==> config.mk <==
export PLATFORM = sky130hd
export DESIGN_NAME = mem_req_buffer
export DESIGN_NICKNAME = d
export VERILOG_FILES = /design/src/rtl/mem_req_buffer.sv
export SDC_FILE = /design/constraint.sdc
export NUM_CORES = 1
export LEC_CHECK = 0
export CAP_MARGIN = 10
export CORE_MARGIN = 5
export CORE_UTILIZATION = 46
export DETAILED_ROUTE_END_ITERATION = 8
export GPL_ROUTABILITY_DRIVEN = 0
export PLACE_DENSITY = 0.76
export SYNTH_ARGS = -nofsm -noshare
export SYNTH_HDL_FRONTEND = slang
export SYNTH_SLANG_ARGS = --single-unit
==> constraint.sdc <==
create_clock -name clock -period 5.8 [get_ports clock]
set_clock_uncertainty 0.2 [all_clocks]
set_input_delay 0.58 -clock clock [delete_from_list [all_inputs] [get_ports clock]]
set_output_delay 0.58 -clock clock [all_outputs]
set_load 0.03 [all_outputs]
==> src/rtl/mem_req_buffer.sv <==
// Request-side front end of the data cache: validates and classifies memory-op
// commands, then buffers them in an in-order FIFO with fence draining.
module mem_req_buffer #(
    parameter int DEPTH         = 4,
    parameter int ADDR_W        = 40,
    parameter int DATA_W        = 64,
    parameter int TAG_W         = 8,
    parameter int DROP_PREFETCH = 0
) (
    input  logic                         clock,
    input  logic                         reset,
    input  logic                         req_valid,
    output logic                         req_ready,
    input  logic [4:0]                   req_cmd,
    input  logic [ADDR_W-1:0]            req_addr,
    input  logic [DATA_W-1:0]            req_data,
    input  logic [DATA_W/8-1:0]          req_mask,
    input  logic [TAG_W-1:0]             req_tag,
    output logic                         out_valid,
    input  logic                         out_ready,
    output logic [4:0]                   out_cmd,
    output logic [ADDR_W-1:0]            out_addr,
    output logic [DATA_W-1:0]            out_data,
    output logic [DATA_W/8-1:0]          out_mask,
    output logic [TAG_W-1:0]             out_tag,
    output logic                         out_is_read,
    output logic                         out_is_write,
    output logic                         out_is_amo,
    output logic                         out_is_prefetch,
    output logic                         out_is_write_intent,
    output logic                         nack_valid,
    output logic [TAG_W-1:0]             nack_tag,
    output logic                         pf_dropped,
    output logic [$clog2(DEPTH+1)-1:0]   count
);

    localparam int PW = $clog2(DEPTH);
    localparam int CW = $clog2(DEPTH + 1);
    localparam int MW = DATA_W / 8;
    localparam logic [CW-1:0] FULL_COUNT = CW'(DEPTH);

    localparam logic [4:0] M_XRD       = 5'b00000;
    localparam logic [4:0] M_XWR       = 5'b00001;
    localparam logic [4:0] M_PFR       = 5'b00010;
    localparam logic [4:0] M_PFW       = 5'b00011;
    localparam logic [4:0] M_XA_SWAP   = 5'b00100;
    localparam logic [4:0] M_FLUSH_ALL = 5'b00101;
    localparam logic [4:0] M_XLR       = 5'b00110;
    localparam logic [4:0] M_XSC       = 5'b00111;
    localparam logic [4:0] M_PWR       = 5'b10001;
    localparam logic [4:0] M_SFENCE    = 5'b10100;

    typedef enum logic {RUN, FENCE} state_t;

    // flags packed as {read, write, amo, prefetch, write_intent}
    typedef struct packed {
        logic [4:0]        cmd;
        logic [ADDR_W-1:0] addr;
        logic [DATA_W-1:0] data;
        logic [MW-1:0]     mask;
        logic [TAG_W-1:0]  tag;
        logic [4:0]        flags;
    } entry_t;

    function automatic logic [4:0] classify(input logic [4:0] cmd);
        logic amo, rd, wr, pf, wint;
        amo  = (cmd == M_XA_SWAP) || (cmd[4:3] == 2'b01);
        rd   = (cmd == M_XRD) || (cmd == M_XLR) || (cmd == M_XSC) || amo;
        wr   = (cmd == M_XWR) || (cmd == M_PWR) || (cmd == M_XSC) || amo;
        pf   = (cmd == M_PFR) || (cmd == M_PFW);
        wint = wr || (cmd == M_PFW) || (cmd == M_XLR);
        return {rd, wr, amo, pf, wint};
    endfunction

    function automatic logic is_legal(input logic [4:0] cmd);
        return !((cmd[4:3] == 2'b11) || (cmd == 5'b10101) || (cmd == 5'b10110));
    endfunction

    function automatic logic is_fence(input logic [4:0] cmd);
        return (cmd == M_FLUSH_ALL) || (cmd == M_SFENCE);
    endfunction

    entry_t          mem [DEPTH];
    logic [PW-1:0]   wr_ptr_reg, rd_ptr_reg;
    logic [CW-1:0]   count_reg;
    state_t          state_reg, state_next;

    logic [4:0]      req_flags;
    logic            req_legal, req_fire, req_drop, enq, deq;
    entry_t          req_entry, head;

    assign req_flags = classify(req_cmd);
    assign req_legal = is_legal(req_cmd);
    assign req_ready = (state_reg == RUN) && (count_reg < FULL_COUNT);
    assign req_fire  = req_valid && req_ready;
    assign req_drop  = (DROP_PREFETCH != 0) && req_flags[1];
    assign enq       = req_fire && req_legal && !req_drop;
    assign req_entry = {req_cmd, req_addr, req_data, req_mask, req_tag, req_flags};

    assign head      = mem[rd_ptr_reg];
    assign out_valid = (count_reg != '0);
    assign deq       = out_valid && out_ready;
    assign count     = count_reg;

    // Head fields are forced to zero when empty so reset clears them without clearing storage.
    assign out_cmd  = out_valid ? head.cmd  : '0;
    assign out_addr = out_valid ? head.addr : '0;
    assign out_data = out_valid ? head.data : '0;
    assign out_mask = out_valid ? head.mask : '0;
    assign out_tag  = out_valid ? head.tag  : '0;
    assign {out_is_read, out_is_write, out_is_amo, out_is_prefetch, out_is_write_intent} =
        out_valid ? head.flags : 5'b0;

    always_comb begin
        state_next = state_reg;
        case (state_reg)
            RUN:     if (enq && is_fence(req_cmd)) state_next = FENCE;
            // Nothing can be enqueued behind a fence, so its departure empties the FIFO.
            FENCE:   if (deq && is_fence(head.cmd)) state_next = RUN;
            default: state_next = RUN;
        endcase
    end

    always_ff @(posedge clock or posedge reset) begin
        if (reset) begin
            state_reg  <= RUN;
            wr_ptr_reg <= '0;
            rd_ptr_reg <= '0;
            count_reg  <= '0;
            nack_valid <= 1'b0;
            nack_tag   <= '0;
            pf_dropped <= 1'b0;
        end else begin
            state_reg <= state_next;
            if (enq) wr_ptr_reg <= wr_ptr_reg + PW'(1);
            if (deq) rd_ptr_reg <= rd_ptr_reg + PW'(1);
            case ({enq, deq})
                2'b10:   count_reg <= count_reg + CW'(1);
                2'b01:   count_reg <= count_reg - CW'(1);
                default: count_reg <= count_reg;
            endcase
            nack_valid <= req_fire && !req_legal;
            nack_tag   <= (req_fire && !req_legal) ? req_tag : '0;
            pf_dropped <= req_fire && req_legal && req_drop;
        end
    end

    always_ff @(posedge clock) begin
        if (enq) mem[wr_ptr_reg] <= req_entry;
    end

endmodule

After elaboration in Yosys (flattened, before gate mapping)

Memory sizes are Yosys's and may differ from the RTL's.
Cells that the tools add are included.

Register bits after elaboration: 17
Bits of input ports: 129
Memories kept: 1
Memory bits (writable): 520
Output and inout bits: 145

Equality and inequality tests: 17
Reduce and logical (&&, ||, !) cells: 25
Bitwise logic cells: 1
$lt $le $gt $ge: 1
Add/sub/neg operators: 4
Muxes and demuxes: 13

Memories:

| memory | depth | width | read ports | clocked after memory_dff | wr ports | line | RTL |
|---|---|---|---|---|---|---|---|
| mem    | 4     | 130   | 1          | 0                        | 1        | 83   | `entry_t mem [DEPTH];` |

Operator list:

| operator              | number |
|---|---|
| $mux W64              | 1 |
| $mux W40              | 1 |
| $eq A5 B3 Y1 const B  | 5 |
| $eq A5 B5 Y1 const B  | 5 |
| $mux W8               | 3 |
| $logic_or A1 B1 Y1    | 14 |
| $eq A5 B2 Y1 const B  | 2 |
| $mux W5               | 2 |
| $logic_and A1 B1 Y1   | 7 |
| $pmux W3 S2           | 1 |
| $eq A5 B1 Y1 const B  | 1 |
| $logic_not A5 Y1      | 1 |
| $add A2 B1 Y2 const B | 2 |
| $eq A2 B1 Y1 const B  | 2 |
| $eq A2 B2 Y1 const B  | 2 |
| $mux W1               | 4 |
| $add A3 B1 Y3 const B | 1 |
| $lt A3 B3 Y1 const B  | 1 |
| $reduce_bool A3 Y1    | 1 |
| $sub A3 B1 Y3 const B | 1 |
| $pmux W1 S2           | 1 |
| $reduce_bool A2 Y1    | 1 |
| $logic_not A1 Y1      | 1 |
| $not A1 Y1            | 1 |

Depth between registers and ports, before layout

Gate-level depths: netlist of run 1.

Depth in word-level cells: 8
Mapped depth: 11
Depth with buffers taken out: 10

Worst setup path before layout of run 1

Ideal clock, no wire load.

Path kind: reg-to-reg
Start: reg count_reg[2] (netlist: count[2])
End: mem mem[0][0] (netlist name), enable pin
Path buffers: 0
Period minus slack after synthesis: 5.206 ns
Data arrival time: 4.501 ns
Slack: 0.594 ns
Stages on the path, launching flop included: 5
Required time: 5.095 ns
Cells stage by stage: dfrtp_1 nor2_1 nand2_1 o21ba_2 and2_1

Longest elaborated chain between the ends: 6

Ends and longest elaborated chain:

| item                          | line | RTL |
|---|---|---|
| start, declared               | 85   | `logic [CW-1:0] count_reg;` |
| start signal, assigned        | 138  | `2'b10: count_reg <= count_reg + CW'(1);` |
| start signal, assigned        | 139  | `2'b01: count_reg <= count_reg - CW'(1);` |
| start signal, assigned        | 140  | `default: count_reg <= count_reg;` |
| $lt A3 B3 Y1                  | 94   | `assign req_ready = (state_reg == RUN) && (count_reg < FULL_COUNT);` |
| $logic_and A1 B1 Y1           | 94   |  |
| via req_ready                 | 13   | `output logic req_ready,` |
| $logic_and A1 B1 Y1           | 95   | `assign req_fire = req_valid && req_ready;` |
| $logic_and A1 B1 Y1           | --   |  |
| $mux W1                       | 149  | `if (enq) mem[wr_ptr_reg] <= req_entry;` |
| $mux W1 (implied by the code) | 149  |  |
| end, declared                 | 83   |  |

The timed path passes the listed nets, and every way through them passes these cells.

Worst setup path after layout of run 1

Start: reg rd_ptr_reg[1]
End: out out_mask[3]

Longest elaborated chain between the ends: 2

Ends and longest elaborated chain:

| item                   | line | RTL |
|---|---|---|
| start, declared        | 84   | `logic [PW-1:0] wr_ptr_reg, rd_ptr_reg;` |
| start signal, assigned | 136  | `if (deq) rd_ptr_reg <= rd_ptr_reg + PW'(1);` |
| $mem_v2 Z4 W130        | --   |  |
| $mux W8                | 109  | `assign out_mask = out_valid ? head.mask : '0;` |
| end, declared          | 24   | `output logic [DATA_W/8-1:0] out_mask,` |

No other way between the ends.

==> load_flow_metrics.sql, run 1 <==
INSERT INTO impl_metrics (metric_group, metric, value, unit) VALUES
('status', 'run_status', 'finished clean', ''),
('power_and_ir_drop', 'power_leakage', '8.206', 'nW'),
('sta', 'setup_tns', '0', 'ns'),
('floorplan', 'io_pins', '274', ''),
('synthesis', 'syn_inst', '914', ''),
('clock_network', 'holdBufCountCts', '0', ''),
('synthesis', 'ys_types', '32', ''),
('sta', 'max_clock_freq', '0.2406', 'GHz'),
('cells_and_area', 'final_cell_area', '0.02550', 'sq mm'),
('setup_path', 'worstPathMaxFanout', '69', ''),
('sta', 'timing_hold_violations_final', '0', ''),
('cells_and_area', 'stdcell_count', '1837', ''),
('routing', 'drt_iter0_drc', '841', ''),
('power_and_ir_drop', 'worst_vdd_rail_ir_drop', '522.2', 'uV'),
('routing', 'antenna_violating_nets_post_route', '0', ''),
('synthesis', 'syn-cell-area', '0.02048', 'sq mm'),
('cells_and_area', 'share_of_post_route_cells_with_drive_strength_above_1', '18.18', '%'),
('run', 'timing.max_cap.violations', '0', ''),
('routing', 'via_count', '9820', ''),
('floorplan', 'initial_utilization', '46.42', '%'),
('power_and_ir_drop', 'p_per_area', '523.3', 'mW/mm^2'),
('setup_path', 'critical_path.startpoint_type', 'flop', ''),
('setup_path', 'crit_arrival', '3.38', 'ns'),
('clock_network', 'clkTransAtPathRegs', '0.06', 'ns'),
('clock_network', 'clock-sinks', '537', ''),
('cells_and_area', 'fillers', '3262', ''),
('place', 'placed_area', '0.02393', 'sq mm'),
('sta', 'holdWs', '0.2325', 'ns'),
('floorplan', 'core', '0.04412', 'sq mm'),
('place', 'port_buffers', '272', ''),
('synthesis', 'synth_top_cells_by_area', 'sky130_fd_sc_hd__edfxtp_1 76%, sky130_fd_sc_hd__mux4_2 14%, sky130_fd_sc_hd__and2_1 4.3%', ''),
('synthesis', 'ys_warn_count', '0', ''),
('clock_network', 'clock_path_buffers', '3', ''),
('clock_network', 'root_buffer', 'sky130_fd_sc_hd__clkbuf_16', ''),
('hold_path', 'hold_path.class', 'in -> async', ''),
('clock_network', 'numCtsBuffers', '51', ''),
('grt', 'grt_pass1_wl', '64.21', 'mm'),
('routing', 'remaining_drc_errors', '0', ''),
('synthesis', 'synthesis.nets', '1049', ''),
('grt', 'via_count_of_the_first_global_routing_pass', '10706', ''),
('clock_network', 'postCtsResizedCells', '0', ''),
('synthesis', 'synth_area_per_cell', '22.41', 'sq um'),
('cells_and_area', 'nNetsFinal', '1339', ''),
('setup_path', 'timing.critical_path.cells', 'buf_4 -> mux4_2 -> and2_1 -> clkdlybuf4s50_1', ''),
('setup_path', 'max_stage_delay', '1.13', 'ns'),
('cells_and_area', 'largest_register_ffs', '520', ''),
('setup_path', 'critical-path-top-delay-family', 'flip-flops', ''),
('grt', 'antenna_found_initial', '7', ''),
('routing', 'drt_wl_total', '41.97', 'mm'),
('synthesis', 'ys_seq_area_share', '78.32', '%'),
('clock_network', 'skew_pair_late_insertion_delay', '0.57', 'ns'),
('floorplan', 'fp.dieW', '221.0', 'um'),
('grt', 'track_usage', '16.95', '%'),
('sta', 'worstMarginPinSlew', '1.094', 'ns'),
('synthesis', 'synth-seq-cells', '537', ''),
('sta', 'period_share', '71.66', '%'),
('synthesis', 'synth.largest_area_cell', 'sky130_fd_sc_hd__edfxtp_1', ''),
('routing', 'detailedRoute.firstPassIterationCount', '4', ''),
('setup_path', 'critical_path_required', '5.02', 'ns'),
('sta', 'timing_max_transition_violations_final', '0', ''),
('sta', 'setup_viol', '0', ''),
('clock_network', 'postCtsSetupRepairBufs', '0', ''),
('sta', 'grt_setup_unrepaired', 'false', ''),
('place', 'detailed_place_hpwl', '25.03', 'mm'),
('sta', 'time_the_final_worst_path_needs_with_i_o_delays_and_setup', '4.156', 'ns'),
('place', 'place_inst', '1743', ''),
('routing', 'post_drt_via_cell_ratio', '5.346', ''),
('synthesis', 'yosys.area.top_type_share', '76.24', '%'),
('setup_path', 'setup.worst_path.end_class', 'output port', ''),
('setup_path', 'cp_slowest_cell', 'sky130_fd_sc_hd__dfrtp_4', ''),
('floorplan', 'fp.dieArea', '0.04884', 'sq mm'),
('grt', 'grt_max_degree', '102', ''),
('clock_network', 'cts_max_level', '2', ''),
('floorplan', 'rows', '77', ''),
('grt', 'grt_overflow_total', '0', ''),
('routing', 'routed_wire_length_per_instance', '22.84', 'um'),
('setup_path', 'worst-path-buf-inv', '2', ''),
('floorplan', 'die_height', '221.0', 'um'),
('setup_path', 'worst-setup-path-type', 'reg -> out', ''),
('sta', 'maxSlewHeadroom', '27.05', '%'),
('clock_network', 'cts_tree', 'yes', ''),
('cells_and_area', 'area_growth_from_synthesis_to_layout', '24.51', '%');
## worst register-to-register path, delay by kind of cell (launching register included)
family / cells / cell delay [ns]
buf+inv: 2 / 0.19
flops: 1 / 0.41
xor+xnor: 2 / 0.31
simple gates: 3 / 1.24
fa+ha+maj: 2 / 0.55
## logic make-up (layout without fill, tap and decap cells)
kind of cell | after synthesis | count (layout) | share of synthesized area, %
buf+inv | 58 | 387 | 1.313
xor+xnor | 9 | 9 | 0.3849
fa+ha+maj | 6 | 6 | 0.4032
other cells | 1 | 3 | 0.01831
mux | 132 | 132 | 14.40
simple gates | 160 | 160 | 4.765
compound gates | 11 | 11 | 0.3972
flops | 537 | 537 | 78.32
## metal layers
metal / GRT usage [%] / share of wire [%] / vias to the layer above
met5: 0 / 0.14 / -
met4: 4.722 / 1.9 / 10
met3: 5.195 / 8.5 / 64
met2: 26.71 / 48 / 364
met1: 23.32 / 41 / 5102
li1: - / - / 4280
## through the flow
| stage | power, mW | setup WS, ns | utilization (%) |
|---|---|---|---|
| final | 13.34 | 1.644 | 57.79 |
| after global placement | 10.35 | 1.998 | 54.24 |
| after floorplan | 8.318 | 0.5937 | - |
| after global routing | 13.95 | 1.389 | 57.79 |
| after detailed placement | 10.39 | 1.987 | 54.24 |
| after CTS | 13.54 | 1.508 | 57.78 |
## path summary, 6_finish.rpt
path,depth (start not counted),endpoint,slack (ns),from
worst min-delay path,2,wr_ptr_reg[0]$_DFFE_PP0P_,0.23,reset
worst min register to register,1,count[2]$_DFFE_PP0P_,0.32,count[2]$_DFFE_PP0P_
min in group clock,1,count[2]$_DFFE_PP0P_,0.32,count[2]$_DFFE_PP0P_
worst max register to register,9,count[2]$_DFFE_PP0P_,2.83,count[0]$_DFFE_PP0P_
worst max-delay path,4,out_mask[3],1.64,rd_ptr_reg[1]$_DFFE_PP0N_
max in group asynchronous,2,rd_ptr_reg[0]$_DFFE_PP0N_,4.63,reset
## power breakdown
| group | switching (mW) | internal (mW) | leakage, nW |
|---|---|---|---|
| combinational | 2.86 | 2.45 | 2.52 |
| sequential | 0.269 | 4.66 | 4.92 |
| clock | 1.34 | 1.77 | 0.764 |
## cell type report
cell class / instances / area, sq um / share of cell area, %
multi-input cells: 319 / 4187 / 16.42
diodes: 2 / 5.005 / 0.01963
clock inverters: 27 / 214.0 / 0.8390
clock buffers: 65 / 1349 / 5.289
well taps: 592 / 740.7 / 2.905
flip-flops and latches: 537 / 16050 / 62.93
repair buffers: 285 / 2920 / 11.45
inverters: 10 / 37.54 / 0.1472
## synth_stat cells
| cell | count |
|---|---|
| sky130_fd_sc_hd__a31oi_1 | 1 |
| sky130_fd_sc_hd__nor2_1 | 8 |
| sky130_fd_sc_hd__xnor2_1 | 6 |
| sky130_fd_sc_hd__fa_1 | 1 |
| sky130_fd_sc_hd__edfxtp_1 | 520 |
| sky130_fd_sc_hd__nand2_1 | 3 |
| sky130_fd_sc_hd__or3_1 | 1 |
| sky130_fd_sc_hd__mux2i_1 | 1 |
| sky130_fd_sc_hd__nor3_1 | 1 |
| sky130_fd_sc_hd__nand2b_1 | 2 |
| sky130_fd_sc_hd__ha_1 | 5 |
| sky130_fd_sc_hd__dfrtp_1 | 17 |
| sky130_fd_sc_hd__o22ai_1 | 2 |
| sky130_fd_sc_hd__buf_6 | 2 |
| sky130_fd_sc_hd__inv_2 | 3 |
| sky130_fd_sc_hd__o41ai_2 | 1 |
| sky130_fd_sc_hd__mux4_2 | 130 |
| sky130_fd_sc_hd__nor3_2 | 1 |
| sky130_fd_sc_hd__a21oi_1 | 4 |
| sky130_fd_sc_hd__buf_1 | 2 |
| sky130_fd_sc_hd__o41ai_1 | 1 |
| sky130_fd_sc_hd__and2_1 | 142 |
| sky130_fd_sc_hd__buf_4 | 4 |
| sky130_fd_sc_hd__a211oi_1 | 1 |
| sky130_fd_sc_hd__mux2_1 | 1 |
| sky130_fd_sc_hd__o21ba_2 | 1 |
| sky130_fd_sc_hd__conb_1 | 1 |
| sky130_fd_sc_hd__and3_1 | 2 |
| sky130_fd_sc_hd__buf_2 | 17 |
| sky130_fd_sc_hd__clkbuf_1 | 23 |
| sky130_fd_sc_hd__xor2_1 | 3 |
| sky130_fd_sc_hd__inv_1 | 7 |
## layout by cell type (no fill, tap or decap), drive strengths merged, types with 3 or more instances in the layout
| master | count |
|---|---|
| inv | 13 |
| a21oi | 4 |
| dfrtp | 17 |
| mux4 | 130 |
| clkdlybuf4s50 | 272 |
| bufinv | 3 |
| clkbuf | 65 |
| clkinv | 19 |
| nand2 | 3 |
| ha | 5 |
| buf | 13 |
| nor2 | 8 |
| and2 | 142 |
| xor2 | 3 |
| xnor2 | 6 |
| edfxtp | 520 |
Power figures use the tool's default switching activity.
==> run 2, diff against run 1 <==
--- a/config.mk
+++ b/config.mk
@@ -10,7 +10,7 @@
 export CORE_UTILIZATION = 46
 export DETAILED_ROUTE_END_ITERATION = 8
 export GPL_ROUTABILITY_DRIVEN = 0
-export PLACE_DENSITY = 0.76
+export PLACE_DENSITY = 0.78
 export SYNTH_ARGS = -nofsm -noshare
 export SYNTH_HDL_FRONTEND = slang
 export SYNTH_SLANG_ARGS = --single-unit
==> constraint.sdc (replaced) <==
create_clock -name clock -period 3.58 [get_ports clock]
set_clock_uncertainty 0.2 [all_clocks]
set_input_delay 0.358 -clock clock [delete_from_list [all_inputs] [get_ports clock]]
set_output_delay 0.358 -clock clock [all_outputs]
set_load 0.03 [all_outputs]
==> load_flow_metrics.sql, run 2 (synthesis gave the netlist of run 1 again) <==
INSERT INTO impl_metrics (metric_group, metric, value, unit) VALUES
('status', 'run_status', 'finished clean', ''),
('floorplan', 'fp.dieW', '221.0', 'um'),
('floorplan', 'rows', '77', ''),
('cells_and_area', 'fillers', '3168', ''),
('sta', 'period_share', '94.07', '%'),
('hold_path', 'hold-path-cell-count', '1', ''),
('routing', 'antenna_violating_nets_post_route', '0', ''),
('power_and_ir_drop', 'p_clk_share', '23.6', '%'),
('grt', 'via_count_of_the_first_global_routing_pass', '10981', ''),
('power_and_ir_drop', 'worst_vdd_rail_ir_drop', '744.6', 'uV'),
('setup_path', 'reg2reg_depth', '9', ''),
('floorplan', 'initial_utilization', '46.42', '%'),
('floorplan', 'fp.dieArea', '0.04884', 'sq mm'),
('cells_and_area', 'nNetsFinal', '1375', ''),
('power_and_ir_drop', 'internal-power', '14.72', 'mW'),
('sta', 'time_the_final_worst_path_needs_with_i_o_delays_and_setup', '3.368', 'ns'),
('cells_and_area', 'area_growth_from_synthesis_to_layout', '26.76', '%'),
('sta', 'worstMarginPinSlew', '0.7001', 'ns'),
('grt', 'grt_pass1_wl', '66.30', 'mm'),
('setup_path', 'crit_arrival', '2.81', 'ns'),
('sta', 'holdWs', '0.2049', 'ns'),
('routing', 'drt_wl_total', '42.92', 'mm'),
('grt', 'antenna_found_initial', '2', ''),
('cells_and_area', 'final_cell_area', '0.02596', 'sq mm'),
('cells_and_area', 'layout.cells.most_common_list', '520 x sky130_fd_sc_hd__edfxtp_1, 272 x sky130_fd_sc_hd__clkdlybuf4s50_1, 138 x sky130_fd_sc_hd__and2_1', ''),
('clock_network', 'clkTransAtPathRegs', '0.06', 'ns'),
('clock_network', 'numCtsBuffers', '52', ''),
('sta', 'setup_tns', '0', 'ns'),
('cells_and_area', 'largest_register_ffs', '520', ''),
('floorplan', 'core', '0.04412', 'sq mm'),
('grt', 'grt_max_degree', '56', ''),
('cells_and_area', 'share_of_post_route_cells_with_drive_strength_above_1', '20.84', '%'),
('cells_and_area', 'antenna_cells', '0', ''),
('clock_network', 'cts_tree', 'yes', ''),
('sta', 'timing_hold_violations_final', '0', ''),
('sta', 'max_clock_freq', '0.2970', 'GHz'),
('power_and_ir_drop', 'switching_share', '33.21', '%'),
('routing', 'routed_wire_length_per_instance', '22.92', 'um'),
('clock_network', 'postCtsResizedCells', '0', ''),
('setup_path', 'setup.worst_path.end_class', 'output port', ''),
('routing', 'post_drt_via_cell_ratio', '5.295', ''),
('routing', 'detailedRoute.firstPassIterationCount', '5', ''),
('setup_path', 'critical_path_required', '3.02', 'ns'),
('hold_path', 'hold_path.class', 'in -> reg', ''),
('grt', 'track_usage', '17.50', '%'),
('sta', 'maxSlewHeadroom', '53.28', '%'),
('floorplan', 'io_pins', '274', ''),
('sta', 'setup_viol', '0', ''),
('cells_and_area', 'stdcell_count', '1873', ''),
('run', 'timing.max_cap.violations', '0', ''),
('routing', 'via_count', '9917', ''),
('clock_network', 'skew_pair_late_insertion_delay', '0.58', 'ns'),
('routing', 'drt_iter0_drc', '785', ''),
('sta', 'timing_max_transition_violations_final', '0', ''),
('place', 'placed_area', '0.02426', 'sq mm'),
('grt', 'grt_overflow_total', '0', ''),
('place', 'port_buffers', '272', ''),
('cells_and_area', 'most_common_cell_after_layout_fill_and_taps_aside', 'sky130_fd_sc_hd__edfxtp_1', ''),
('power_and_ir_drop', 'p_sw', '7.322', 'mW'),
('power_and_ir_drop', 'p_per_area', '849.0', 'mW/mm^2'),
('clock_network', 'root_buffer', 'sky130_fd_sc_hd__clkbuf_16', ''),
('sta', 'grt_setup_unrepaired', 'false', ''),
('setup_path', 'r2r_setup_slk', '0.84', 'ns'),
('clock_network', 'clock_path_buffers', '3', ''),
('floorplan', 'die_height', '221.0', 'um'),
('power_and_ir_drop', 'comb_power_share', '41.0', '%'),
('place', 'detailed_place_hpwl', '27.14', 'mm'),
('power_and_ir_drop', 'power_leakage', '8.469', 'nW'),
('clock_network', 'cts_max_level', '2', ''),
('setup_path', 'critical_path.startpoint_type', 'flop', ''),
('routing', 'remaining_drc_errors', '0', ''),
('power_and_ir_drop', 'pwr-share-seq', '35.4', '%'),
('setup_path', 'worstPathMaxFanout', '27', ''),
('clock_network', 'clock-sinks', '537', ''),
('place', 'place_inst', '1772', ''),
('setup_path', 'worst-setup-path-type', 'reg -> out', '');
## run 2: changes by cell type in the layout (fill, tap and decap cells not counted), moves of 2 or more
cell / delta
sky130_fd_sc_hd__buf_4: +23
sky130_fd_sc_hd__buf_12: +10
sky130_fd_sc_hd__clkbuf_8: +5
sky130_fd_sc_hd__clkbuf_1: -4
sky130_fd_sc_hd__clkbuf_16: +2
sky130_fd_sc_hd__clkinv_2: +2
sky130_fd_sc_hd__diode_2: -2
## run 2: critical path: stages, from the launching register on
cell and delay (ns):
sky130_fd_sc_hd__dfrtp_1 0.52, sky130_fd_sc_hd__or3_4 0.45, sky130_fd_sc_hd__buf_4 0.34, sky130_fd_sc_hd__and2_1 0.20, sky130_fd_sc_hd__clkdlybuf4s50_1 0.68
## run 2: per-stage QoR
| stage | setup WS (ns) | util [%] | total power [mW] |
|---|---|---|---|
| 3_3_place_gp | 0.5804 | 54.99 | 16.92 |
| 4_1_cts | 0.08571 | 58.82 | 22.32 |
| 5_1_grt | 0.05329 | 58.84 | 23.05 |
| 6_report | 0.2125 | 58.84 | 22.04 |
| 3_5_place_dp | 0.5278 | 54.99 | 17.02 |
| 2_1_floorplan | -0.1687 | - | 13.43 |
## run 2: metal layers
metal | routed length [um] | GRT usage, % | part of all wire (%) | vias up
met1 | 17400 | 23.15 | 41 | 5158
met3 | 3095 | 4.704 | 7.2 | 60
met2 | 21510 | 28.94 | 50 | 336
met5 | 27 | 0 | 0.063 | -
met4 | 884 | 5.122 | 2.1 | 4
li1 | - | - | - | 4359
## run 2: power groups by stage
stage | clock network, mW | registers [mW] | logic [mW]
CTS | 5.33 | 7.80 | 9.19
finish | 5.20 | 7.81 | 9.04
global placement | 0 | 7.92 | 9.00
detailed placement | 0 | 7.97 | 9.05
floorplan | 0 | 7.85 | 5.58
global route | 5.62 | 7.86 | 9.57
## run 2: final cells by class
cell class	count	area (sq um)	area share (%)
clock inverters	27	186.4	0.7181
inverters	10	37.54	0.1446
well taps	592	740.7	2.853
clock buffers	68	1453	5.595
multi-input cells	320	4194	16.15
repair buffers	319	3303	12.72
flip-flops and latches	537	16050	61.81
## run 2: worst paths after layout
| path | end | start |
|---|---|---|
| min in group asynchronous | nack_valid$_DFF_PP0_ | reset |
| max in group asynchronous | rd_ptr_reg[1]$_DFFE_PP0N_ | reset |
| worst max-delay path | out_data[14] | count[0]$_DFFE_PP0P_ |
| worst min-delay path | mem[0][100]$_DFFE_PP_ | req_addr[15] |
| worst min register to register | wr_ptr_reg[1]$_DFFE_PP0P_ | wr_ptr_reg[1]$_DFFE_PP0P_ |
| worst max register to register | count[2]$_DFFE_PP0P_ | count[0]$_DFFE_PP0P_ |
## run 2: what timing repair did
action                                  CTS  global route
pin swaps                                 0             1
hold buffers                              1             0
hold endpoints to repair                 17             0
setup buffers                             4             0
cloned                                    0             1
endpoints found under the setup margin   15             3
